<file path="src/rtl/coin_acceptor.sv">
// Coin acceptor front end: synchronises and debounces two coin-slot sensors, then
// classifies each insertion into a single-cycle coin code, a reject pulse or a jam.
module coin_acceptor #(
    parameter int unsigned DEB_CYCLES = 4,
    parameter int unsigned MAX_PULSE  = 32,
    parameter int unsigned MIN_GAP    = 2
) (
    input  logic       clk,
    input  logic       rstn,
    input  logic       sens_a,
    input  logic       sens_b,
    input  logic       vend_busy,
    output logic [1:0] coin,
    output logic       reject,
    output logic       jam
);

    localparam int unsigned DebW = $clog2(DEB_CYCLES + 1);
    localparam int unsigned LenW = $clog2(MAX_PULSE + 1);
    localparam int unsigned GapW = (MIN_GAP > 1) ? $clog2(MIN_GAP + 1) : 1;

    typedef enum logic [2:0] {StIdle, StHold, StEmit, StRej, StJam, StGap} state_t;

    // Bit 0 is sensor a, bit 1 is sensor b throughout.
    logic [1:0]            sync1_q, sync2_q;
    logic [1:0]            deb_q, deb_d, deb_prev_q;
    logic [1:0][DebW-1:0]  deb_cnt_q, deb_cnt_d;
    logic [1:0]            rise;

    state_t                state_q, state_d;
    logic [1:0]            type_q, type_d;
    logic                  bad_q, bad_d;
    logic [LenW-1:0]       len_q, len_d;
    logic [GapW-1:0]       gap_q, gap_d;
    logic [1:0]            warm_q, warm_d;
    logic                  armed_q, armed_d;
    logic [1:0]            coin_q, coin_d;
    logic                  reject_q, reject_d;
    logic                  jam_q, jam_d;
    logic                  latched_lvl, other_lvl;

    assign rise = deb_q & ~deb_prev_q;

    // Debounce: a level change must persist DEB_CYCLES synced samples before it is taken.
    always_comb begin
        deb_d     = deb_q;
        deb_cnt_d = '0;
        for (int i = 0; i < 2; i++) begin
            if (sync2_q[i] != deb_q[i]) begin
                if (deb_cnt_q[i] + DebW'(1) == DebW'(DEB_CYCLES)) begin
                    deb_d[i] = sync2_q[i];
                end else begin
                    deb_cnt_d[i] = deb_cnt_q[i] + DebW'(1);
                end
            end
        end
    end

    // After reset, refuse new coins until both sensors are seen low, so a coin
    // interrupted by reset is never emitted when its sensor later settles.
    always_comb begin
        warm_d  = (warm_q == 2'd2) ? warm_q : warm_q + 2'd1;
        armed_d = armed_q | ((warm_q == 2'd2) && (sync2_q == 2'b00) && (deb_q == 2'b00));
    end

    // Insertion FSM next state plus registered output decode.
    always_comb begin
        state_d     = state_q;
        type_d      = type_q;
        bad_d       = bad_q;
        len_d       = len_q;
        gap_d       = gap_q;
        latched_lvl = (type_q == 2'd2) ? deb_q[1] : deb_q[0];
        other_lvl   = (type_q == 2'd2) ? deb_q[0] : deb_q[1];
        unique case (state_q)
            StIdle: begin
                if (armed_q && (rise != 2'b00)) begin
                    state_d = StHold;
                    len_d   = '0;
                    // Simultaneous rises are tracked on sensor a but always rejected.
                    type_d  = (rise == 2'b10) ? 2'd2 : 2'd1;
                    bad_d   = (rise == 2'b11);
                end
            end
            StHold: begin
                len_d = len_q + LenW'(1);
                if (other_lvl) begin
                    bad_d = 1'b1;
                end
                if (!latched_lvl) begin
                    state_d = (!(bad_q || other_lvl) && !vend_busy) ? StEmit : StRej;
                end else if (len_q + LenW'(1) == LenW'(MAX_PULSE)) begin
                    state_d = StJam;
                end
            end
            StEmit, StRej: begin
                state_d = StGap;
                gap_d   = '0;
            end
            StJam: begin
                if (deb_q == 2'b00) begin
                    state_d = StRej;
                end
            end
            StGap: begin
                gap_d = gap_q + GapW'(1);
                if (gap_q + GapW'(1) == GapW'(MIN_GAP)) begin
                    state_d = StIdle;
                end
            end
            default: state_d = StIdle;
        endcase
        coin_d   = (state_d == StEmit) ? type_q : 2'd0;
        reject_d = (state_d == StRej);
        jam_d    = (state_d == StJam);
    end

    // All state: synchroniser, debounce, FSM and output registers.
    always_ff @(posedge clk or negedge rstn) begin
        if (!rstn) begin
            sync1_q    <= '0;
            sync2_q    <= '0;
            deb_q      <= '0;
            deb_prev_q <= '0;
            deb_cnt_q  <= '0;
            state_q    <= StIdle;
            type_q     <= '0;
            bad_q      <= 1'b0;
            len_q      <= '0;
            gap_q      <= '0;
            warm_q     <= '0;
            armed_q    <= 1'b0;
            coin_q     <= '0;
            reject_q   <= 1'b0;
            jam_q      <= 1'b0;
        end else begin
            sync1_q    <= {sens_b, sens_a};
            sync2_q    <= sync1_q;
            deb_q      <= deb_d;
            deb_prev_q <= deb_q;
            deb_cnt_q  <= deb_cnt_d;
            state_q    <= state_d;
            type_q     <= type_d;
            bad_q      <= bad_d;
            len_q      <= len_d;
            gap_q      <= gap_d;
            warm_q     <= warm_d;
            armed_q    <= armed_d;
            coin_q     <= coin_d;
            reject_q   <= reject_d;
            jam_q      <= jam_d;
        end
    end

    assign coin   = coin_q;
    assign reject = reject_q;
    assign jam    = jam_q;

endmodule

</file>
<file path="config.mk">
export PLATFORM = sky130hd
export DESIGN_NAME = coin_acceptor
export DESIGN_NICKNAME = d
export VERILOG_FILES = /design/src/rtl/coin_acceptor.sv
export SDC_FILE = /design/constraint.sdc
export NUM_CORES = 1
export LEC_CHECK = 0
export BUFFER_PORTS_ARGS = -buffer_cell sky130_fd_sc_hd__buf_2
export CAP_MARGIN = 20
export CORE_MARGIN = 8
export CORE_UTILIZATION = 53
export DETAILED_ROUTE_END_ITERATION = 12
export GPL_TIMING_DRIVEN = 0
export PLACE_DENSITY = 0.72
export SETUP_SLACK_MARGIN = 0.3
export SLEW_MARGIN = 15
export SYNTH_ARGS = -nofsm -noshare
export SYNTH_HDL_FRONTEND = slang
export SYNTH_SLANG_ARGS = --single-unit
export TNS_END_PERCENT = 50
</file>
<file path="constraint.sdc">
create_clock -name clk -period 1.7 [get_ports clk]
set_clock_uncertainty 0.1 [all_clocks]
set_input_delay 0.17 -clock clk [delete_from_list [all_inputs] [get_ports clk]]
set_output_delay 0.17 -clock clk [all_outputs]
set_load 0.1 [all_outputs]
</file>
==> run metrics <==
number of clock sinks=35; max_cap viols=0; Finished Layout Cells=216; count leader, synth=dfrtp_1; total negative slack=-482.9 ps; Filler cells=between 200 and 250; Clock power frac=between 10% and 20%; PwrDens=around 1800 mW/mm^2; CP max-delay cell=dfrtp_1; Hold Path Origin=sync1_q[1]; CP startpoint kind=flop; first-pass GRT wire length=about 5.9 mm; Port Buffers=8; final core occ=72.13%; Final Hold Fails=0; worst r2r src=state_q[1]; Via density=5.792; CTS tree=built; crit end category=flop; RSZ-0062 raised after global routing=yes; Post-DRT Antenna Nets=0; largest net degree at the start of global routing=36; DRT iter0 DRCs=around 120; initial antenna violation count=0; P_sw=0.001539 W; routed vias=1251; Root Driver=clkbuf_4; Peak VDD IR=~0.00074 V; Critical Path AT=1950 ps; multi-input logic area=823.3 sq um; dpl hpwl=around 2.1 mm; cell family with most CP delay=compound AO/OA/AOI/OAI gates; DIE AREA=approximately 0.005 sq mm; number of inserted diodes=0; f_max=between 0.5 and 0.6 GHz; Sw Share=39.09%; Seq pwr share=32.0%; total CTS buffers=5; vias in the first global route=1332; worst setup margin=-115.5 ps; GP Congestion=0.8303; clk slew on worst S/H paths=110 ps; # DRC=0; worst path buffer plus inverter count=2; register area=about 880 sq um; status=finished with violations; failing checks=negative setup slack; row count=20; DP Area=~0.0018 sq mm; Leak Pwr=1.020 nW; Syn Std Cell Area=0.001635 sq mm; Period minus WS final=1816 ps; Max FO, Critical Path=3; combinational power share=a little over half; GRT overflow=0; dpl cells=186; Post-synth top flop=dfrtp_1; # nets final=~190; asr flop ratio synth=between 90% and 100%; io pins=9; Avg Inst Size Synth=11.28 sq um; CP cell instances=clkbuf_8 -> or3b_4 -> buf_6 -> a21oi_2 -> o2111ai_2 -> a311oi_1; Post-synth EDFFs=0; synthesis-stage register bit count=35; Pint=0.002398 W; area delta synth->final=32.44%; crit path from=state_q[1]; post-synth cell types=45; CP Class=reg2reg; Cells after Synth=145; Clock H-tree levels=2; Max Slew Vio Count=0; CP max stage delay=between 300 and 400 ps; Synth Net Count=157; Yosys top cell by area=dfrtp_1; Tcrit/Tclk final=106.8%; critical path required time=1830 ps; Yosys warning total=0; clock latency on the worst-skew pair=~340 ps; die extent in y=71.55 microns; Slew headroom=between 40 and 50%; top cell type's share of synthesized area=53.56%; Worst Tran Pin Value=around 770 ps; share of cells above drive strength 1=between 30% and 40%; HP Class=reg2reg; first-pass iteration count of the detailed router=4; core area=0.003003 sq mm; design area=0.002166 sq mm; Initial Util=between 50% and 60%; Synth top cells by count=dfrtp_1, nand2_1, inv_1; largest cells by area after synthesis=dfrtp_1, ha_1, mux2_2; sequential area share after synthesis=a little over half; DRT Wirelength=3.498 mm; all-layer global routing usage=14.68%; Clock Tree Buf Depth=2; hold slack=265.0 ps; final setup violation count=9; wire per inst=16.19 microns; Die X=71.55 microns
==> power by group through the flow <==
stage | clock (W) | combinational [W] | sequential [W]
after floorplan | 0 | 0.000949 | 0.00143
after global placement | 0 | 0.00134 | 0.00126
after detailed placement | 0 | 0.00139 | 0.00128
after CTS | 0.000636 | 0.00188 | 0.00125
after global routing | 0.000674 | 0.00221 | 0.00129
final | 0.000620 | 0.00206 | 0.00126
==> state kept, by name, indices dropped and copies added (netlist names) <==
signal and count:
state_q 3, warm_q 2, coin 2, armed_q 1
sync2_q 2, gap_q 2, sync1_q 2, reject 1
len_q 6, jam 1, deb_prev_q 2, deb_q 2
type_q 2, deb_cnt_q 6, bad_q 1
==> what timing repair did <==
| action | in CTS | in global routing |
|---|---|---|
| endpoints found under the setup margin | 17 | 21 |
| resized for setup | 29 | 10 |
| hold buffers | 3 | 0 |
| endpoints found under the hold margin | 37 | 0 |
| cloned | 0 | 0 |
| setup buffers | 14 | 5 |
| pin swaps | 18 | 8 |
==> metrics by stage <==
step	setup WS [ps]	power, W
2_1_floorplan	65.02	0.002381
3_3_place_gp	-145.7	0.002599
3_5_place_dp	-155.4	0.002676
4_1_cts	-65.29	0.003764
5_1_grt	-143.7	0.004178
6_report	-115.5	0.003936
==> worst reg2reg max path, stage by stage (launching register included) <==
cell	delay, ps
dfrtp_1	380
clkbuf_8	140
or3b_4	370
buf_6	130
a21oi_2	120
o2111ai_2	140
a311oi_1	340
==> cell usage in the layout, fill, tap and decap left out, types with 3 or more instances in the layout <==
master,Yosys,routed
dfrtp_1,35,32
buf_4,0,15
nand2_1,11,9
inv_1,9,8
buf_2,2,8
ha_1,7,6
buf_6,0,5
nand3_1,5,5
xnor2_1,5,5
clkbuf_4,0,5
mux2_2,4,4
clkbuf_8,0,3
nand2b_1,3,3
and2_1,4,3
a21oi_1,5,3
a21oi_2,1,3
o21ai_0,4,3
a22o_1,3,3
dlygate4sd3_1,0,3
dfrtp_2,0,3
==> layer usage <==
layer / vias up / global-route usage, % / part of all wire, %
met5: - / 0 / 0
met1: 635 / 15.82 / 43
met4: 0 / 5.669 / 2.2
met2: 20 / 25.61 / 50
li1: 590 / - / -
met3: 6 / 5.300 / 3.9
==> path summary, 6_finish.rpt <==
kind,end,slack [ps],depth (start not counted)
worst min-delay path,sync2_q[1],270,0
max in group asynchronous,state_q[0],620,2
worst max-delay path,jam,-120,6
min in group asynchronous,deb_cnt_q[2],340,2
worst min register to register,sync2_q[1],270,0
worst max register to register,jam,-120,6
==> final cells by class <==
type / instances / share of cell area [%]
clock inverters: 2 / 1.618
plain buffers: 5 / 2.831
well taps: 33 / 1.906
flip-flops and latches: 35 / 40.61
multi-input cells: 96 / 38.01
repair buffers: 30 / 11.09
inverters: 9 / 1.560
clock buffers: 6 / 2.369
==> logic make-up (layout without fill, tap and decap cells) <==
kind of cell | Yosys count | in the layout | synth area share, %
xor gates and xnor gates | 7 | 7 | 3.749
muxes | 6 | 6 | 3.978
and+or+nand+nor | 43 | 43 | 15.53
AOI/OAI and AO/OA | 33 | 33 | 14.46
DFF | 35 | 35 | 53.56
adders and majority gates | 7 | 7 | 5.356
buffers and inverters | 14 | 52 | 3.366
Power figures use the tool's default switching activity.
